`config.mk`:
```
export PLATFORM = sky130hd
export DESIGN_NAME = sipo_collector
export DESIGN_NICKNAME = d
export VERILOG_FILES = /design/src/rtl/spm_pkg.sv /design/src/rtl/sipo_bit_counter.sv /design/src/rtl/sipo_collector.sv
export SDC_FILE = /design/constraint.sdc
export NUM_CORES = 1
export LEC_CHECK = 0
export ABC_AREA = 1
export CORE_MARGIN = 2
export CORE_UTILIZATION = 63
export CTS_BUF_LIST = sky130_fd_sc_hd__clkbuf_8
export DETAILED_ROUTE_END_ITERATION = 10
export PLACE_DENSITY = 0.95
export SKIP_CTS_REPAIR_TIMING = 1
export SLEW_MARGIN = 30
export SYNTH_ARGS = -nofsm -noshare
export SYNTH_HDL_FRONTEND = slang
export SYNTH_SLANG_ARGS = --single-unit
```
`constraint.sdc`:
```
create_clock -name clk -period 4.05 [get_ports clk]
set_clock_uncertainty 0.15 [all_clocks]
set_input_delay 0.6075 -clock clk [delete_from_list [all_inputs] [get_ports clk]]
set_output_delay 0.6075 -clock clk [all_outputs]
set_load 0.01 [all_outputs]
```
`src/rtl/spm_pkg.sv`:
```
// Shared definitions for the serial multiplier datapath.
// Used by the PISO shifter and the SIPO collector.
package spm_pkg;

  localparam int SPM_WIDTH = 64;

  typedef enum logic [1:0] {
    IDLE    = 2'd0,
    COLLECT = 2'd1,
    HOLD    = 2'd2
  } spm_state_e;

endpackage

```
`src/rtl/sipo_bit_counter.sv`:
```
// Accepted-bit counter for the SIPO collector.
// tc flags the increment that completes a word.
module sipo_bit_counter #(
  parameter int WIDTH = 64
) (
  input  logic clk,
  input  logic rst,
  input  logic clr,
  input  logic inc,
  output logic tc
);

  localparam int CNT_W = $clog2(WIDTH + 1);

  logic [CNT_W-1:0] cnt_q;
  logic [CNT_W-1:0] cnt_d;

  assign tc = inc && (cnt_q == CNT_W'(WIDTH - 1));

  always_comb begin
    cnt_d = cnt_q;
    if (clr || tc) begin
      cnt_d = '0;
    end else if (inc) begin
      cnt_d = cnt_q + 1'b1;
    end
  end

  always_ff @(posedge clk) begin
    if (rst) begin
      cnt_q <= '0;
    end else begin
      cnt_q <= cnt_d;
    end
  end

endmodule

```
`src/rtl/sipo_collector.sv`:
```
// Serial-in parallel-out collector, LSB first,
// with valid/ready output and sticky overrun flag.
module sipo_collector
  import spm_pkg::*;
#(
  parameter int WIDTH = SPM_WIDTH
) (
  input  logic             clk,
  input  logic             rst,
  input  logic             start,
  input  logic             en,
  input  logic             din,
  output logic [WIDTH-1:0] dout,
  output logic             out_valid,
  input  logic             out_ready,
  output logic             busy,
  output logic             overrun
);

  spm_state_e       state_q, state_d;
  logic [WIDTH-1:0] shreg_q, shreg_d;
  logic [WIDTH-1:0] dout_q, dout_d;
  logic             ovr_q, ovr_d;
  logic             cnt_clr;
  logic             cnt_inc;
  logic             cnt_tc;

  sipo_bit_counter #(
    .WIDTH (WIDTH)
  ) u_cnt (
    .clk (clk),
    .rst (rst),
    .clr (cnt_clr),
    .inc (cnt_inc),
    .tc  (cnt_tc)
  );

  always_comb begin
    state_d = state_q;
    shreg_d = shreg_q;
    dout_d  = dout_q;
    ovr_d   = ovr_q;
    cnt_clr = 1'b0;
    cnt_inc = 1'b0;
    unique case (state_q)
      IDLE: begin
        if (start) begin
          state_d = COLLECT;
          shreg_d = '0;
          cnt_clr = 1'b1;
        end
      end
      COLLECT: begin
        // start wins over a same-cycle data bit
        if (start) begin
          shreg_d = '0;
          cnt_clr = 1'b1;
        end else if (en) begin
          shreg_d = {din, shreg_q[WIDTH-1:1]};
          cnt_inc = 1'b1;
          if (cnt_tc) begin
            dout_d  = shreg_d;
            state_d = HOLD;
          end
        end
      end
      HOLD: begin
        if (out_ready) begin
          if (start) begin
            state_d = COLLECT;
            shreg_d = '0;
            cnt_clr = 1'b1;
          end else begin
            state_d = IDLE;
          end
        end else if (start) begin
          ovr_d = 1'b1;
        end
      end
      default: state_d = IDLE;
    endcase
  end

  always_ff @(posedge clk) begin
    if (rst) begin
      state_q <= IDLE;
      shreg_q <= '0;
      dout_q  <= '0;
      ovr_q   <= 1'b0;
    end else begin
      state_q <= state_d;
      shreg_q <= shreg_d;
      dout_q  <= dout_d;
      ovr_q   <= ovr_d;
    end
  end

  assign dout      = dout_q;
  assign out_valid = (state_q == HOLD);
  assign busy      = (state_q == COLLECT);
  assign overrun   = ovr_q;

endmodule

```
==> flow_metrics.py, run 1 <==
metrics = {
    "drt": {
        "drt_pass1_iterations": 6,
        "vias": 6125,
        "via_per_inst": 5.04,
        "wl_per_cell_um": 11.7,
        "wl_mm": 14.2,
        "ant_nets": 0,
        "drc": 0,
        "drt_iter0_markers": 448,
    },
    "power": {
        "power_frac_clock_pct": 39.6,
        "power_density_nw_per_um2": 391,
        "p_leak_uw": 0.00381,
        "p_int_uw": 2120,
        "p_comb_share_pct": 11.3,
        "p_sw_uw": 811,
        "p_sw_share_pct": 27.7,
        "pwr-share-seq_pct": 49.1,
        "peakVddDrop_v": 0.000213,
    },
    "clock_tree": {
        "clock_path_buffers": 2,
        "clkSlewWorstSetupHoldPaths_ps": 70,
        "cts_buffers": 17,
        "cts_tree": "yes",
        "clkSinkCount": 137,
        "clock_latency_ps": 430,
        "root_buffer": "clkbuf_8",
        "cts_max_level": 4,
    },
    "yosys": {
        "synth_seq_cells": 137,
        "syn_inst": 1036,
        "syn_nets": 1043,
        "netlist_area_um2": 6430,
        "ys_seq_area_share_pct": 42.7,
        "syn_avg_cell_area_um2": 6.21,
        "synth_warnings": 0,
        "synth_cell_type_count": 21,
    },
    "run": {
        "maxCapViolations": 0,
    },
    "layout": {
        "area_delta_synth_final_pct": 16.4,
        "drive_gt1_share_pct": 4.99,
        "n_antenna_cell": 0,
        "fillers": 730,
        "nets": 1076,
        "finalCoreUtilization_pct": 76.2,
    },
    "worst_setup_path": {
        "startpoint_type": "register",
        "r2r-end": "dout[52]",
        "reg2reg_depth": 8,
        "cp_data_arrival_time_ps": 1640,
        "crit_required_ps": 3290,
        "reg2reg_slack_ps": 1870,
        "endpoint_kind": "primary output",
        "crit_fanout": 5,
        "reg2reg_from": "u_cnt.cnt_q[0]",
        "crit_type": "reg -> out",
    },
    "sta": {
        "relSlewSlack_pct": 44.8,
        "worst_slew_pin_slew_ps": 828,
        "report.final.slew_viol_count": 0,
        "layout_min_cycle_time_ps": 2390,
        "grt_setup_unrepaired": "no",
        "post-route-period-util_pct": 59.1,
        "fin_ws_ps": 1660,
        "final.setup.tns_ps": 0,
        "setup_viol": 0,
        "hold_viol_final": 0,
        "fmax_ghz": 0.418,
    },
    "die": {
        "die_h_um": 105,
        "core_um2": 9820,
        "start_util_pct": 65.5,
        "io_pins": 73,
        "dieArea_um2": 11000,
        "die_w_um": 105,
        "row_count": 36,
    },
    "place": {
        "hpwl_mm": 7.64,
        "place_congestion": 0.769,
        "portBuffers": 72,
        "post-place-ws_ps": 1160,
    },
    "hold_path": {
        "whs_endpoint": "u_cnt.cnt_q[6]",
        "hp-class": "reg -> reg",
        "min_path_cells": 2,
        "min-delay-start": "u_cnt.cnt_q[6]",
    },
    "grt": {
        "antenna_found_initial": 0,
        "grt_pass1_wl_mm": 24.5,
        "grt_max_degree": 119,
        "first_global_vias": 5720,
        "grt-ovfl-total": 0,
        "grt_usage_pct": 26.6,
    },
    "outcome": {
        "status": "complete, no violations",
    },
}
==> sequential cells by signal, indices dropped and copies added (netlist names) <==
signal       flops
dout            64
u_cnt.cnt_q      7
shreg_q         63
overrun          1
state_q          2
==> critical path, cell delays in order (launching register included) <==
cell and delay [ps]:
dfxtp_1 370, inv_2 70, nand2_2 130, inv_2 100, clkdlybuf4s50_1 540
==> power groups by stage <==
stage	Combinational, uW	Sequential (uW)	Clock (uW)
floorplan	264	1460	0
global placement	309	1460	0
detailed placement	315	1470	0
CTS	327	1440	1170
global route	380	1440	1240
finish	331	1440	1160
==> area by class of cell <==
class                   instances  area [um^2]  area share [%]
clock buffers                  17          234            3.13
clock inverters                15          178            2.37
inverters                     142          533            7.12
multi-input cells             689         2840            38.0
flip-flops and latches        137         2740            36.6
well taps                     133          166            2.22
repair buffers                 82          790            10.5
==> stage by stage <==
step           instance area, um^2  hold slack [ps]  total power [uW]  cells
2_1_floorplan                 6430              279              1720   1036
3_3_place_gp                  7060              294              1770   1183
3_5_place_dp                  7070              297              1780   1183
4_1_cts                       7480              310              2930   1215
5_1_grt                       7490              340              3060   1215
6_report                      7490              310              2930   1215
==> layout by cell type, fill, tap and decap left out, types with 2 or more instances in the layout <==
master	count
inv_2	4
buf_2	2
nand2_1	336
a21oi_1	2
clkinvlp_4	6
bufinv_16	3
xor2_1	2
inv_6	3
clkdlybuf4s50_1	70
nor2_1	265
buf_4	9
nand3_1	5
nand2_2	3
nand3_4	2
inv_1	140
nand4_1	64
o21ai_0	4
dfxtp_1	137
clkbuf_8	17
==> routing by layer <==
layer / track usage (%) / share of wire, %
met1: 32.0 / 42
met2: 45.3 / 49
met3: 5.86 / 6.6
met4: 11.8 / 2.2
met5: 0 / 0
==> cells in the mapped netlist <==
cell      count  area share (%)
buf_1         5            0.29
nand4_1      64             6.2
inv_1       139             8.1
buf_6         5            0.88
xor2_1        2            0.27
nand3_2       2            0.31
nand2_2       2            0.19
a31oi_1       1           0.097
or2_1         1           0.097
nor2_1      265              15
dfxtp_1     137              43
nand3_1       6            0.47
buf_2        33             2.6
o21ai_0       4            0.31
nand2_1     337              20
nor2_8        1            0.31
clkbuf_1     25             1.5
inv_2         3            0.18
ha_1          1            0.19
nor3_1        1           0.078
a21oi_1       2            0.16
==> worst max path at each step <==
stage | from | end | slack [ps] | depth (start not counted)
floorplan | start | shreg_q[55] | 2350 | 7
finish | state_q[1] | busy | 1660 | 4
global route | state_q[1] | busy | 1590 | 4
CTS | en | shreg_q[34] | 1570 | 7
global placement | en | shreg_q[46] | 1220 | 7
detailed placement | en | shreg_q[36] | 1160 | 7
==> kinds of logic (layout without fill, tap and decap cells) <==
logic type	Yosys count	count (layout)	synth area share, %
AOI/OAI and AO/OA	7	7	0.564
xor gates and xnor gates	2	2	0.272
adders and majority gates	1	1	0.195
buffers and inverters	210	256	13.5
DFF	137	137	42.7
and+or+nand+nor	679	679	42.8
Power figures use the tool's default switching activity.
==> run 2: changes to the inputs <==
--- a/config.mk
+++ b/config.mk
@@ -7,10 +7,10 @@
 export LEC_CHECK = 0
 export ABC_AREA = 1
 export CORE_MARGIN = 2
-export CORE_UTILIZATION = 63
+export CORE_UTILIZATION = 58
 export CTS_BUF_LIST = sky130_fd_sc_hd__clkbuf_8
 export DETAILED_ROUTE_END_ITERATION = 10
-export PLACE_DENSITY = 0.95
+export PLACE_DENSITY = 0.92
 export SKIP_CTS_REPAIR_TIMING = 1
 export SLEW_MARGIN = 30
 export SYNTH_ARGS = -nofsm -noshare
==> constraint.sdc (replaced) <==
create_clock -name clk -period 2.46 [get_ports clk]
set_clock_uncertainty 0.15 [all_clocks]
set_input_delay 0.369 -clock clk [delete_from_list [all_inputs] [get_ports clk]]
set_output_delay 0.369 -clock clk [all_outputs]
set_load 0.01 [all_outputs]
==> run 2 against run 1 <==
Global-route usage fell by 2.4 points. Die area rose by 8.3%. Worst setup slack worse by 1300 ps. Combinational power is 65% higher. Final cell count grew 0.91%. Via count hardly changed. Count of clock-buffer cells in the layout unchanged. First-iteration DRC count is 0.89% lower. Routed wire length shrank 1.9%. Critical path type unchanged. Critical endpoint unchanged.
==> flow_metrics.py, run 2 (same netlist as run 1, synthesis figures left out) <==
metrics = {
    "sta": {
        "worst_slew_pin_slew_ps": 710,
        "report.final.slew_viol_count": 0,
        "final.setup.tns_ps": 0,
        "layout_min_cycle_time_ps": 2130,
        "post-route-period-util_pct": 86.5,
        "fmax_ghz": 0.470,
        "grt_setup_unrepaired": "no",
        "setup_viol": 0,
        "relSlewSlack_pct": 52.7,
        "hold_viol_final": 0,
    },
    "drt": {
        "drt_iter0_markers": 444,
        "via_per_inst": 5.00,
        "wl_mm": 13.9,
        "vias": 6127,
        "drc": 0,
        "drt_pass1_iterations": 6,
        "ant_nets": 0,
        "wl_per_cell_um": 11.4,
    },
    "hold_path": {
        "hp-class": "in -> reg",
        "min-delay-start": "rst",
    },
    "clock_tree": {
        "clkSinkCount": 137,
        "clock_latency_ps": 440,
        "cts_tree": "yes",
        "root_buffer": "clkbuf_8",
        "clkSlewWorstSetupHoldPaths_ps": 80,
        "clock_path_buffers": 2,
        "cts_buffers": 17,
        "cts_max_level": 4,
    },
    "layout": {
        "nets": 1080,
        "final_common_cell": "nand2_1",
        "fillers": 892,
        "area_delta_synth_final_pct": 16.3,
        "fin_cells": 1226,
        "n_antenna_cell": 0,
        "drive_gt1_share_pct": 5.52,
        "largest_register_ffs": 64,
        "layout_common_cells": "nand2_1, nor2_1, inv_1",
    },
    "die": {
        "core_um2": 10800,
        "die_h_um": 109,
        "die_w_um": 109,
        "start_util_pct": 59.3,
        "io_pins": 73,
        "row_count": 38,
        "dieArea_um2": 11900,
    },
    "power": {
        "p_int_uw": 3180,
        "peakVddDrop_v": 0.000362,
        "power_frac_clock_pct": 35.3,
        "p_comb_share_pct": 12.1,
        "p_sw_uw": 1320,
        "pwr-share-seq_pct": 52.6,
        "p_sw_share_pct": 29.3,
        "power_density_nw_per_um2": 602,
        "p_leak_uw": 0.00383,
    },
    "worst_setup_path": {
        "cp_data_arrival_time_ps": 1610,
        "crit_start": "state_q[0]",
        "crit_type": "reg -> out",
        "endpoint_kind": "primary output",
        "crit_required_ps": 1940,
        "reg2reg_from": "state_q[0]",
        "startpoint_type": "register",
        "crit_fanout": 5,
    },
    "grt": {
        "grt_max_degree": 88,
        "grt_usage_pct": 24.1,
        "grt_pass1_wl_mm": 23.3,
        "first_global_vias": 5491,
        "grt-ovfl-total": 0,
        "antenna_found_initial": 0,
    },
    "place": {
        "portBuffers": 72,
        "hpwl_mm": 8.28,
        "place_inst": 1194,
        "place_congestion": 0.789,
    },
    "run": {
        "maxCapViolations": 0,
    },
    "outcome": {
        "status": "complete, no violations",
    },
}
==> run 2: final cells by class <==
cell class,count,area [um^2],share of cell area [%]
clock buffers,17,234,3.13
clock inverters,15,103,1.37
inverters,142,533,7.13
multi-input cells,689,2840,37.9
flip-flops and latches,137,2740,36.7
well taps,140,175,2.34
repair buffers,86,853,11.4
==> run 2: final timing paths <==
kind / end / slack [ps] / depth (start not counted)
setup / recovery: busy / 330 / 3
setup reg to reg: shreg_q[15] / 670 / 7
hold reg to reg: u_cnt.cnt_q[6] / 310 / 2
hold / removal: dout[11] / 240 / 4
==> run 2: metal layers <==
layer	global-route usage [%]	vias to the layer above	routed length (um)
li1	-	3147	-
met1	28.7	2765	6190
met2	43.4	200	6830
met3	4.80	15	765
met4	8.05	0	136
met5	0	-	0
==> run 2: power by group through the flow <==
stage	logic (uW)	registers [uW]	clock network, uW
2_1_floorplan	434	2400	0
3_3_place_gp	518	2420	0
3_5_place_dp	534	2420	0
4_1_cts	540	2370	1610
5_1_grt	622	2380	1700
6_report	545	2370	1590
==> run 2: critical path, stage by stage, from the launching register on <==
cell and delay (ps):
dfxtp_1 380, nand2_2 160, inv_2 100, clkdlybuf4s50_1 530
==> run 2: metrics by stage <==
| step | hold slack (ps) | utilization [%] | setup slack (ps) | area [um^2] | power [uW] |
|---|---|---|---|---|---|
| 2_1_floorplan | 279 | - | 921 | 6430 | 2830 |
| 5_1_grt | 251 | 69.0 | 244 | 7480 | 4700 |
| 6_report | 235 | 69.0 | 332 | 7480 | 4500 |
| 3_3_place_gp | 291 | 65.9 | 410 | 7140 | 2930 |
| 4_1_cts | 223 | 69.0 | 334 | 7480 | 4510 |
| 3_5_place_dp | 295 | 65.9 | 369 | 7140 | 2950 |
==> run 3: changes to the inputs <==
--- a/config.mk
+++ b/config.mk
@@ -7,10 +7,10 @@
 export LEC_CHECK = 0
 export ABC_AREA = 1
 export CORE_MARGIN = 2
-export CORE_UTILIZATION = 58
+export CORE_UTILIZATION = 53
 export CTS_BUF_LIST = sky130_fd_sc_hd__clkbuf_8
 export DETAILED_ROUTE_END_ITERATION = 10
-export PLACE_DENSITY = 0.92
+export PLACE_DENSITY = 0.89
 export SKIP_CTS_REPAIR_TIMING = 1
 export SLEW_MARGIN = 30
 export SYNTH_ARGS = -nofsm -noshare
==> constraint.sdc (replaced) <==
create_clock -name clk -period 1.9 [get_ports clk]
set_clock_uncertainty 0.15 [all_clocks]
set_input_delay 0.285 -clock clk [delete_from_list [all_inputs] [get_ports clk]]
set_output_delay 0.285 -clock clk [all_outputs]
set_load 0.01 [all_outputs]
==> run 3 against run 2 <==
Final cell count rose by 1.4%. Highest routed layer unchanged. Register-to-register slack worse by 480 ps. Largest power group unchanged. Critical path depth down 2. Sequential share of layout area fell by 1.3 points. Cell area up 3.8%. Non-clock buffer count rose by 10. Routed wire length up 1.4%. Worst setup slack worse by 220 ps. Hold slack worse by 120 ps. Flip-flop and latch count stayed put. Via count down 1.1%.
==> flow_metrics.py, run 3 (same netlist as run 1, synthesis figures left out) <==
metrics = {
    "hold_path": {
        "min_path_cells": 4,
        "min-delay-start": "rst",
        "hp-class": "in -> reg",
        "whs_endpoint": "dout[17]",
    },
    "grt": {
        "grt_pass1_wl_mm": 24.2,
        "grt-ovfl-total": 0,
        "antenna_found_initial": 0,
        "grt_usage_pct": 22.5,
        "first_global_vias": 5610,
        "grt_max_degree": 66,
    },
    "layout": {
        "nets": 1090,
        "finalCoreUtilization_pct": 65.1,
        "largest_register_ffs": 64,
        "drive_gt1_share_pct": 6.39,
        "layout_common_cells": "nand2_1, nor2_1, inv_1",
        "area_delta_synth_final_pct": 20.6,
        "fillers": 1039,
        "final_area_um2": 7760,
        "n_antenna_cell": 0,
        "final_common_cell": "nand2_1",
    },
    "outcome": {
        "status": "complete, no violations",
    },
    "die": {
        "die_w_um": 114,
        "die_h_um": 114,
        "start_util_pct": 54.0,
        "row_count": 40,
        "core_um2": 11900,
        "io_pins": 73,
        "dieArea_um2": 13000,
    },
    "sta": {
        "layout_min_cycle_time_ps": 1780,
        "hold_viol_final": 0,
        "post-route-period-util_pct": 93.8,
        "relSlewSlack_pct": 53.3,
        "fmax_ghz": 0.561,
        "grt_setup_unrepaired": "no",
        "setup_viol": 0,
        "worst_slew_pin_slew_ps": 701,
        "report.final.slew_viol_count": 0,
    },
    "clock_tree": {
        "clock_path_buffers": 2,
        "clock_latency_ps": 450,
        "root_buffer": "clkbuf_8",
        "cts_max_level": 4,
        "clkSlewWorstSetupHoldPaths_ps": 80,
        "clkSinkCount": 137,
        "cts_buffers": 17,
        "cts_tree": "yes",
    },
    "drt": {
        "ant_nets": 0,
        "drt_pass1_iterations": 5,
        "wl_mm": 14.1,
        "drc": 0,
        "via_per_inst": 4.88,
        "wl_per_cell_um": 11.4,
        "drt_iter0_markers": 545,
        "vias": 6062,
    },
    "worst_setup_path": {
        "endpoint_kind": "primary output",
        "crit_type": "reg -> out",
        "r2r-end": "dout[10]",
        "crit_start": "dout[53]",
        "crit_required_ps": 1460,
        "startpoint_type": "register",
        "reg2reg_depth": 7,
        "reg2reg_slack_ps": 190,
        "reg2reg_from": "u_cnt.cnt_q[0]",
        "cp_data_arrival_time_ps": 1350,
        "cp_top_family": "buffers and inverters",
        "path_buf_inv": 1,
        "cp_slowest_stage_delay_ps": 540,
        "cp_slowest_cell": "clkdlybuf4s50_1",
        "crit_fanout": 2,
        "worstPathCellList": "clkdlybuf4s50_1",
    },
    "power": {
        "peakVddDrop_v": 0.000467,
        "power_density_nw_per_um2": 839,
        "p_leak_uw": 0.00399,
    },
    "place": {
        "place_congestion": 0.800,
        "portBuffers": 72,
        "hpwl_mm": 8.67,
        "placed_area_um2": 7300,
    },
    "run": {
        "maxCapViolations": 0,
    },
}
## run 3: changes by cell type in the layout (fill, tap and decap cells not counted), sizes merged, moves of 2 or more
cell / previous run / this run
bufinv: 0 / 5
clkinvlp: 2 / 4
buf: 16 / 26
dlymetal6s2s: 0 / 2
clkinv: 10 / 4
clkdlybuf4s50: 70 / 68
inv: 145 / 143
## run 3: worst max-delay path by stage
stage             endpoint  cells past startpoint
2_1_floorplan     dout[13]                      8
3_3_place_gp   shreg_q[61]                      7
3_5_place_dp   shreg_q[14]                      7
4_1_cts               busy                      4
5_1_grt           dout[13]                      8
6_report          dout[53]                      1
## run 3: layout make-up
class / count / area (um^2) / area share, %
Sequential cell: 137 / 2740 / 35.4
Tap cell: 147 / 184 / 2.37
Inverter: 142 / 533 / 6.87
Timing Repair Buffer: 96 / 1010 / 13.0
Clock inverter: 14 / 204 / 2.63
Clock buffer: 18 / 248 / 3.19
Multi-Input combinational cell: 689 / 2840 / 36.6
## run 3: metrics by stage
step / instances / hold WS [ps] / TNS [ps] / power [uW] / setup slack (ps)
4_1_cts: 1243 / 93.4 / -336 / 6550 / -205
3_3_place_gp: 1211 / 295 / 0 / 3840 / 49.6
5_1_grt: 1243 / 137 / 0 / 6790 / 17.0
3_5_place_dp: 1211 / 317 / 0 / 3860 / 20.4
6_report: 1243 / 116 / 0 / 6510 / 117
2_1_floorplan: 1036 / 270 / 0 / 3670 / 361
## run 3: power breakdown
| group | switching, uW | internal, uW |
|---|---|---|
| sequential | 73.7 | 2990 |
| combinational | 480 | 260 |
| clock | 1120 | 1580 |
| total | 1680 | 4830 |
## run 3: routing by layer
metal | vias to the layer above | share of wire [%] | GRT usage (%)
li1 | 3165 | - | -
met1 | 2725 | 45 | 27.7
met2 | 144 | 49 | 38.0
met3 | 28 | 4.6 | 4.92
met4 | 0 | 1.9 | 9.43
met5 | - | 0 | 0
